==> src/rtl/fp_normalize_if.sv <==
// Handshake bundle between the FP adder sum stage, the post-add normalizer and the rounding stage.
interface fp_normalize_if #(
   parameter int EXP_WIDTH = 5,
   parameter int SIG_WIDTH = 11,
   parameter int GRS_WIDTH = 3
);
   localparam int MW = SIG_WIDTH + GRS_WIDTH;
   localparam int SW = $clog2(MW) + 1;

   logic                 in_valid;
   logic                 in_ready;
   logic [MW:0]          in_mant;
   logic [EXP_WIDTH-1:0] in_exp;
   logic                 out_valid;
   logic                 out_ready;
   logic [MW-1:0]        out_mant;
   logic [EXP_WIDTH-1:0] out_exp;
   logic [SW-1:0]        out_shift;
   logic                 out_zero;
   logic                 out_denorm;
   logic                 out_ovf;

   modport master (
      output in_valid, in_mant, in_exp, out_ready,
      input  in_ready, out_valid, out_mant, out_exp, out_shift, out_zero, out_denorm, out_ovf
   );

   modport slave (
      input  in_valid, in_mant, in_exp, out_ready,
      output in_ready, out_valid, out_mant, out_exp, out_shift, out_zero, out_denorm, out_ovf
   );
endinterface

==> src/rtl/fp_normalize.sv <==
// Post-add normalizer: undoes a carry with a single right shift, or left-shifts one bit per
// cycle until the hidden bit is set or the exponent bottoms out, then flags zero/denormal/overflow.
module fp_normalize #(
   parameter int EXP_WIDTH = 5,
   parameter int SIG_WIDTH = 11,
   parameter int GRS_WIDTH = 3
) (
   input  logic          clk,
   input  logic          rst_n,
   fp_normalize_if.slave bus
);
   localparam int MW = SIG_WIDTH + GRS_WIDTH;
   localparam int SW = $clog2(MW) + 1;
   localparam logic [EXP_WIDTH-1:0] EXP_MAX = {EXP_WIDTH{1'b1}};
   localparam logic [EXP_WIDTH-1:0] EXP_ONE = EXP_WIDTH'(1);

   typedef enum logic [1:0] {IDLE = 2'd0, NORM = 2'd1, DONE = 2'd2} state_t;

   state_t               state, state_nxt;
   logic [MW:0]          m, m_nxt;
   logic [EXP_WIDTH-1:0] e, e_nxt;
   logic [SW-1:0]        cnt, cnt_nxt;
   logic                 valid_r, valid_nxt;
   logic [MW-1:0]        mant_r, mant_nxt;
   logic [EXP_WIDTH-1:0] exp_r, exp_nxt;
   logic [SW-1:0]        shift_r, shift_nxt;
   logic                 zero_r, zero_nxt;
   logic                 denorm_r, denorm_nxt;
   logic                 ovf_r, ovf_nxt;
   logic [EXP_WIDTH-1:0] exp_inc;

   assign exp_inc        = bus.in_exp + EXP_ONE;
   assign bus.in_ready   = (state == IDLE);
   assign bus.out_valid  = valid_r;
   assign bus.out_mant   = mant_r;
   assign bus.out_exp    = exp_r;
   assign bus.out_shift  = shift_r;
   assign bus.out_zero   = zero_r;
   assign bus.out_denorm = denorm_r;
   assign bus.out_ovf    = ovf_r;

   // State register
   always_ff @(posedge clk or negedge rst_n) begin
      if (!rst_n) begin
         state <= IDLE;
      end else begin
         state <= state_nxt;
      end
   end

   // Next-state, working registers and result registers
   always_comb begin
      state_nxt  = state;
      m_nxt      = m;
      e_nxt      = e;
      cnt_nxt    = cnt;
      valid_nxt  = valid_r;
      mant_nxt   = mant_r;
      exp_nxt    = exp_r;
      shift_nxt  = shift_r;
      zero_nxt   = zero_r;
      denorm_nxt = denorm_r;
      ovf_nxt    = ovf_r;
      case (state)
         IDLE: begin
            if (bus.in_valid) begin
               zero_nxt   = 1'b0;
               denorm_nxt = 1'b0;
               ovf_nxt    = 1'b0;
               shift_nxt  = '0;
               cnt_nxt    = '0;
               if (bus.in_mant == '0) begin
                  zero_nxt  = 1'b1;
                  mant_nxt  = '0;
                  exp_nxt   = '0;
                  valid_nxt = 1'b1;
                  state_nxt = DONE;
               end else if (bus.in_mant[MW]) begin
                  // Fold the dropped bit into sticky so rounding still sees it
                  m_nxt     = {1'b0, bus.in_mant[MW:2], bus.in_mant[1] | bus.in_mant[0]};
                  e_nxt     = exp_inc;
                  valid_nxt = 1'b1;
                  state_nxt = DONE;
                  if (exp_inc == EXP_MAX) begin
                     ovf_nxt  = 1'b1;
                     exp_nxt  = EXP_MAX;
                     mant_nxt = '0;
                  end else begin
                     exp_nxt  = exp_inc;
                     mant_nxt = m_nxt[MW-1:0];
                  end
               end else begin
                  m_nxt     = bus.in_mant;
                  e_nxt     = (bus.in_exp == '0) ? EXP_ONE : bus.in_exp;
                  state_nxt = NORM;
               end
            end else begin
               state_nxt = IDLE;
            end
         end
         NORM: begin
            if (m[MW-1]) begin
               mant_nxt  = m[MW-1:0];
               exp_nxt   = e;
               shift_nxt = cnt;
               valid_nxt = 1'b1;
               state_nxt = DONE;
            end else if (e == EXP_ONE) begin
               mant_nxt   = m[MW-1:0];
               exp_nxt    = '0;
               shift_nxt  = cnt;
               denorm_nxt = 1'b1;
               valid_nxt  = 1'b1;
               state_nxt  = DONE;
            end else begin
               m_nxt   = {m[MW-1:0], 1'b0};
               e_nxt   = e - EXP_ONE;
               cnt_nxt = cnt + SW'(1);
            end
         end
         DONE: begin
            if (bus.out_ready) begin
               valid_nxt = 1'b0;
               state_nxt = IDLE;
            end else begin
               state_nxt = DONE;
            end
         end
         default: begin
            valid_nxt = 1'b0;
            state_nxt = IDLE;
         end
      endcase
   end

   // Datapath and result registers
   always_ff @(posedge clk or negedge rst_n) begin
      if (!rst_n) begin
         m        <= '0;
         e        <= '0;
         cnt      <= '0;
         valid_r  <= 1'b0;
         mant_r   <= '0;
         exp_r    <= '0;
         shift_r  <= '0;
         zero_r   <= 1'b0;
         denorm_r <= 1'b0;
         ovf_r    <= 1'b0;
      end else begin
         m        <= m_nxt;
         e        <= e_nxt;
         cnt      <= cnt_nxt;
         valid_r  <= valid_nxt;
         mant_r   <= mant_nxt;
         exp_r    <= exp_nxt;
         shift_r  <= shift_nxt;
         zero_r   <= zero_nxt;
         denorm_r <= denorm_nxt;
         ovf_r    <= ovf_nxt;
      end
   end
endmodule

==> src/flat_wrapper.sv <==
// flat-port wrapper written by rule: the top's interface ports become plain ports
module fp_normalize_flat 
#(
   parameter int EXP_WIDTH = 5,
   parameter int SIG_WIDTH = 11,
   parameter int GRS_WIDTH = 3
)
  (clk, rst_n, bus_in_valid, bus_in_mant, bus_in_exp, bus_out_ready, bus_in_ready, bus_out_valid, bus_out_mant, bus_out_exp, bus_out_shift, bus_out_zero, bus_out_denorm, bus_out_ovf);
  fp_normalize_if #(.EXP_WIDTH(EXP_WIDTH), .SIG_WIDTH(SIG_WIDTH), .GRS_WIDTH(GRS_WIDTH)) bus_i ();
  input  logic clk;
  input  logic rst_n;
  input wire logic [$bits(bus_i.in_valid)-1:0] bus_in_valid;
  input wire logic [$bits(bus_i.in_mant)-1:0] bus_in_mant;
  input wire logic [$bits(bus_i.in_exp)-1:0] bus_in_exp;
  input wire logic [$bits(bus_i.out_ready)-1:0] bus_out_ready;
  output wire logic [$bits(bus_i.in_ready)-1:0] bus_in_ready;
  output wire logic [$bits(bus_i.out_valid)-1:0] bus_out_valid;
  output wire logic [$bits(bus_i.out_mant)-1:0] bus_out_mant;
  output wire logic [$bits(bus_i.out_exp)-1:0] bus_out_exp;
  output wire logic [$bits(bus_i.out_shift)-1:0] bus_out_shift;
  output wire logic [$bits(bus_i.out_zero)-1:0] bus_out_zero;
  output wire logic [$bits(bus_i.out_denorm)-1:0] bus_out_denorm;
  output wire logic [$bits(bus_i.out_ovf)-1:0] bus_out_ovf;
  assign bus_i.in_valid = bus_in_valid;
  assign bus_i.in_mant = bus_in_mant;
  assign bus_i.in_exp = bus_in_exp;
  assign bus_i.out_ready = bus_out_ready;
  assign bus_in_ready = bus_i.in_ready;
  assign bus_out_valid = bus_i.out_valid;
  assign bus_out_mant = bus_i.out_mant;
  assign bus_out_exp = bus_i.out_exp;
  assign bus_out_shift = bus_i.out_shift;
  assign bus_out_zero = bus_i.out_zero;
  assign bus_out_denorm = bus_i.out_denorm;
  assign bus_out_ovf = bus_i.out_ovf;
  fp_normalize #(.EXP_WIDTH(EXP_WIDTH), .SIG_WIDTH(SIG_WIDTH), .GRS_WIDTH(GRS_WIDTH)) u_core (.clk(clk), .rst_n(rst_n), .bus(bus_i));
endmodule
==> config.mk <==
export PLATFORM = sky130hd
export DESIGN_NAME = fp_normalize_flat
export DESIGN_NICKNAME = d
export VERILOG_FILES = /design/src/rtl/fp_normalize_if.sv /design/src/rtl/fp_normalize.sv /design/src/flat_wrapper.sv
export SDC_FILE = /design/constraint.sdc
export NUM_CORES = 1
export LEC_CHECK = 0
export CORE_MARGIN = 2
export CORE_UTILIZATION = 58
export DETAILED_ROUTE_END_ITERATION = 7
export MAX_ROUTING_LAYER = met4
export PLACE_DENSITY = 0.95
export SYNTH_ARGS = -nofsm -noshare
export SYNTH_HDL_FRONTEND = slang
export SYNTH_SLANG_ARGS = --single-unit
==> constraint.sdc <==
create_clock -name clk -period 3.7 [get_ports clk]
set_input_delay 0.555 -clock clk [delete_from_list [all_inputs] [get_ports clk]]
set_output_delay 0.555 -clock clk [all_outputs]
set_load 0.02 [all_outputs]
Word level (Yosys, flattened, before mapping)
Index checks and enable logic that the tools add are counted.
W data, S select, Z words.
{"block": "classes", "addsub": 3, "n_mul": 0, "n_div": 0, "magnitude_cmp": 0, "eq_ne": 12, "shifts": 0, "n_mux": 55, "n_bitwise": 1, "reduce_logical": 12}
{"cell": "$mux W14", "n": 11}
{"cell": "$mux W5", "n": 17}
{"cell": "$pmux W14 S2", "n": 2}
{"cell": "$pmux W5 S2", "n": 4}
{"cell": "$reduce_and A4 Y1", "n": 4}
{"cell": "$logic_not A15 Y1", "n": 1}
{"cell": "$mux W1", "n": 12}
{"cell": "$mux W2", "n": 6}
{"cell": "$add A5 B1 Y5 const B", "n": 2}
{"cell": "$ne A2 B2 Y1 const B", "n": 5}
{"cell": "$pmux W2 S3", "n": 1}
{"cell": "$reduce_and A3 Y1", "n": 2}
{"cell": "$eq A5 B1 Y1 const B", "n": 1}
{"cell": "$eq A5 B5 Y1 const B", "n": 1}
{"cell": "$logic_not A5 Y1", "n": 1}
{"cell": "$reduce_and A5 Y1", "n": 1}
{"cell": "$sub A5 B1 Y5 const B", "n": 1}
{"cell": "$ne A3 B1 Y1 const B", "n": 1}
{"cell": "$ne A3 B2 Y1 const B", "n": 1}
{"cell": "$pmux W1 S3", "n": 1}
{"cell": "$eq A2 B1 Y1 const B", "n": 1}
{"cell": "$eq A2 B2 Y1 const B", "n": 1}
{"cell": "$logic_not A2 Y1", "n": 1}
{"cell": "$ne A2 B1 Y1 const B", "n": 1}
{"cell": "4 further kinds", "n": 4}
{"block": "totals", "reg_bits": 54, "latch_bits": 0, "mem_bits_rw": 0, "rom_bits": 0, "input_bits": 24, "output_inout_bits": 29, "word_cells": 95, "memories": 0}

Longest topological paths before layout
{"block": "logic_depth", "ltp_word": 7, "ltp_mapped": 9, "mapped_depth_nobuf": 6}

Worst setup path before layout
No wires, ideal clock.
{"block": "synth_timing", "path_kind": "input to register", "from": "input port bus_in_mant[14]", "to": "register u_core.m[12]", "setup_ns": 0.125, "arrival_time_ns": 2.266, "required_ns": 3.575, "path_slack_ns": 1.310, "path_stages": 6, "n_path_buf": 2, "path_cell_list": "clkbuf_1 -> nor4_1 -> nand4_1 -> o21ai_2 -> buf_6 -> mux2_2"}
{"block": "synth_via", "elab_chain_len": 4, "elab_cells_between_ends": 7}
{"element": "start: declaration", "line": "flat_wrapper.sv:13", "source": "input wire logic [$bits(bus_i.in_mant)-1:0] bus_in_mant;"}
{"element": "parallel branches: the longest is 4 deep, another holds $logic_not A15 Y1"}
{"element": "end signal: assignment", "line": "fp_normalize.sv:150", "source": "m <= m_nxt;"}
{"element": "end: declaration", "line": "fp_normalize.sv:20", "source": "logic [MW:0] m, m_nxt;"}
Several ways; the timed one is not identified. The select of a mux whose other input is x is not followed.
A chain may end at the register's enable or synchronous reset.

Worst setup path in the final report
{"block": "layout_timing", "from": "register u_core.e[1]", "to": "register u_core.exp_r[2], in the netlist u_core.bus.out_exp[2]"}
{"block": "layout_via", "elab_chain_len": 3}
{"element": "start: declaration", "line": "fp_normalize.sv:21", "source": "logic [EXP_WIDTH-1:0] e, e_nxt;"}
{"element": "start signal: assignment", "line": "fp_normalize.sv:151", "source": "e <= e_nxt;"}
{"element": "$eq A5 B1 Y1", "line": "fp_normalize.sv:108", "source": "end else if (e == EXP_ONE) begin"}
{"element": "$ne A3 B1 Y1 (no source line)"}
{"element": "$reduce_and A4 Y1 (no source line)"}
{"element": "end signal: assignment", "line": "fp_normalize.sv:155", "source": "exp_r <= exp_nxt;"}
{"element": "end: declaration", "line": "fp_normalize.sv:25", "source": "logic [EXP_WIDTH-1:0] exp_r, exp_nxt;"}
Every way passes these cells.

==> impl_metrics.json <==
{
  "synth_common_cells": "dfrtp_1 (54), nand2_1 (32), mux2_2 (22), clkbuf_1 (16), mux2i_1 (14)",
  "htreeDepth": 2,
  "slew_viol_final": 0,
  "worst-path-buf-inv": 1,
  "status": "finished clean",
  "hold_path.class": "in -> async",
  "grt_pass1_wl_mm": 13.6,
  "syn_area_sq_um": 3240,
  "drc": 0,
  "rows": 27,
  "cts_setup_buffers": 0,
  "clock_latency_ns": 0.32,
  "wl_mm": 7.98,
  "first_pass_iters": 5,
  "period_share": 0.793,
  "cts_tree": "yes",
  "io_buffers": 52,
  "ff2ff_setup_slack_ns": 0.77,
  "power-per-cell-area_nw_per_um2": 715,
  "synth-edff-count": 0,
  "antenna_left": 0,
  "period_needed_ns": 2.93,
  "p_leak_uw": 0.00161,
  "cts_hold_buf": 0,
  "grt_antenna_before_repair": 0,
  "yosysMostFrequentCell": "dfrtp_1",
  "critPathTopFamily": "compound AO/OA/AOI/OAI gates",
  "timing.rr.end": "u_core.bus.out_exp[2]$_DFFE_PN0P_",
  "ys_warn_count": 0,
  "crit_path_start": "u_core.e[1]$_DFFE_PN0P_",
  "place_worst_setup_slack_ns": 0.550,
  "syn_avg_cell_area_sq_um": 10.4,
  "worst_setup_path_start_kind": "flop",
  "fin_util": 0.711,
  "area_growth_pct": 19.3,
  "synth_nets": 343,
  "ys_async_sr_fraction": 1.00,
  "core_area_sq_um": 5440,
  "endpoint_kind": "flop",
  "grt_pass1_vias": 2742,
  "synth_top_area_share": 0.417,
  "rsz0062_at_grt": "false",
  "routedWlPerCell_um": 18.6,
  "tightest_slew_ns": 0.927,
  "drt_iter0_markers": 249,
  "detailed_place_hpwl_mm": 5.56,
  "gp_congestion": 0.882,
  "die-area_sq_um": 6200,
  "drt-vias-per-instance": 6.51,
  "yosysUniqueCellTypes": 50,
  "cp_slowest_cell": "or4b_1",
  "ys_top_cells_by_area": "dfrtp_1 (42%), mux2_2 (7.6%), mux2i_1 (4.3%)",
  "crit_type": "reg -> reg",
  "ys_seq_area_frac": 0.417,
  "cts_sinks": 54,
  "crit_chain": "inv_1, ha_1, or4b_1, a311o_4, a21oi_4, mux2_2",
  "critPathRequiredTime_ns": 3.90,
  "vias": 2785,
  "cp_num_cells": 6,
  "initial_core_util": 0.596,
  "reg2reg_from": "u_core.e[1]$_DFFE_PN0P_",
  "synth-seq-cells": 54,
  "timing.final.ws_setup_ns": 0.767,
  "ys.flop_type": "dfrtp_1",
  "diodes": 0,
  "fin_nets": 386,
  "maxSlewHeadroom": 0.382,
  "fin_setup_tns_ns": 0,
  "overflow": 0,
  "finClkSkew_ns": 0.0133,
  "drive_gt1_frac": 0.166,
  "syn_inst": 313,
  "fmax_mhz": 341,
  "die_y_um": 78.8,
  "cts_root_buffer": "clkbuf_8",
  "finalHoldViolCount": 0,
  "grt_max_degree": 35,
  "synth_top_area_cell": "dfrtp_1",
  "cp-endpoint": "u_core.bus.out_exp[2]$_DFFE_PN0P_",
  "reg2regPathDepth": 6,
  "finalSetupViolations": 0,
  "worst_path_largest_cell_delay_ns": 0.63,
  "crit_fanout": 23,
  "arrival_ns": 3.13,
  "ir_worst_vdd_mv": 0.499,
  "max_cap_violations": 0,
  "grt_usage": 0.282,
  "numCtsBuffers": 5,
  "post_cts_resized": 0,
  "io_pins": 53,
  "die_w_um": 78.8,
  "clk_path_buf_depth": 2,
  "clkSlewWorstSetupHoldPaths_ns": 0.10
}
[layer usage]
layer	GRT usage	part of all wire	wire, um
met3	0.0364	0.060	480
met1	0.394	0.42	3390
met2	0.429	0.50	3970
met4	0.0982	0.018	140
met5	-	0	0
[layout by cell type (no fill, tap or decap), types with 6 or more instances in the layout]
| cell type | n |
|---|---|
| dfrtp_1 | 54 |
| clkdlybuf4s50_1 | 51 |
| nand2_1 | 32 |
| mux2_2 | 22 |
| mux2i_1 | 14 |
| o22ai_1 | 13 |
| and4_1 | 12 |
| nor2_1 | 11 |
| o21ai_0 | 11 |
| inv_1 | 8 |
| o32a_2 | 7 |
| a21oi_1 | 7 |
| xnor2_1 | 7 |
| buf_4 | 7 |
| nand4_1 | 6 |
| nand3_1 | 6 |
| nand2b_1 | 6 |
| nand2b_4 | 6 |
| ha_1 | 6 |
[where the power goes]
part	internal [uW]	switching [uW]	total, uW
clock	130	201	331
sequential	823	180	1000
combinational	702	729	1430
total	1650	1110	2760
[worst register-to-register path: stages, from the launching register on]
cell and delay [ns]:
dfrtp_1 0.42, inv_1 0.08, ha_1 0.17, or4b_1 0.63, a311o_4 0.60, a21oi_4 0.51, mux2_2 0.42
[registers in the layout (all words and copies together) (netlist names), 2 cells and up]
| register | flops |
|---|---|
| u_core.bus.out_exp | 5 |
| u_core.cnt | 5 |
| u_core.bus.out_shift | 5 |
| u_core.bus.out_mant | 14 |
| u_core.state | 2 |
| u_core.e | 5 |
| u_core.m | 14 |
[worst min path at each step]
stage	from	endpoint	slack, ns	cells after the start
6_report	rst_n	u_core.e[0]$_DFFE_PN0P_	0.30	1
2_1_floorplan	rst_n	u_core.bus.out_denorm$_DFFE_PN0P_	0.26	0
3_3_place_gp	u_core.bus.out_shift[1]$_DFFE_PN0P_	u_core.bus.out_shift[1]$_DFFE_PN0P_	0.46	2
5_1_grt	rst_n	u_core.e[3]$_DFFE_PN0P_	0.37	1
4_1_cts	rst_n	u_core.e[0]$_DFFE_PN0P_	0.33	1
3_5_place_dp	u_core.bus.out_shift[4]$_DFFE_PN0P_	u_core.bus.out_shift[4]$_DFFE_PN0P_	0.47	2
[per-stage QoR]
stage               hold WS, ns  cell area (sq um)  instances  power (uW)
floorplan                 0.259               3240        313        1970
global placement          0.461               3780        421        2370
detailed placement        0.471               3780        421        2420
CTS                       0.329               3870        428        2750
global route              0.370               3870        428        2930
finish                    0.301               3870        428        2760
[kinds of logic (layout without fill, tap and decap cells)]
family,after synthesis,count (layout),share of synthesized area
multiplexers,36,36,0.120
flip-flops,54,54,0.417
buffers and inverters,31,74,0.0455
AND/OR/NAND/NOR,104,104,0.192
adder cells (fa/ha/maj),6,6,0.0232
XOR/XNOR,9,9,0.0243
AO/OA/AOI/OAI,73,73,0.179
[final cells by class]
type | count | area, sq um
Multi-Input combinational cell | 228 | 1750
Tap cell | 72 | 90.1
Fill cell | 378 | 1570
Sequential cell | 54 | 1350
Clock inverter | 2 | 15.0
Timing Repair Buffer | 59 | 568
Clock buffer | 5 | 68.8
Inverter | 8 | 30.0
(Power assumes the default switching activity.)
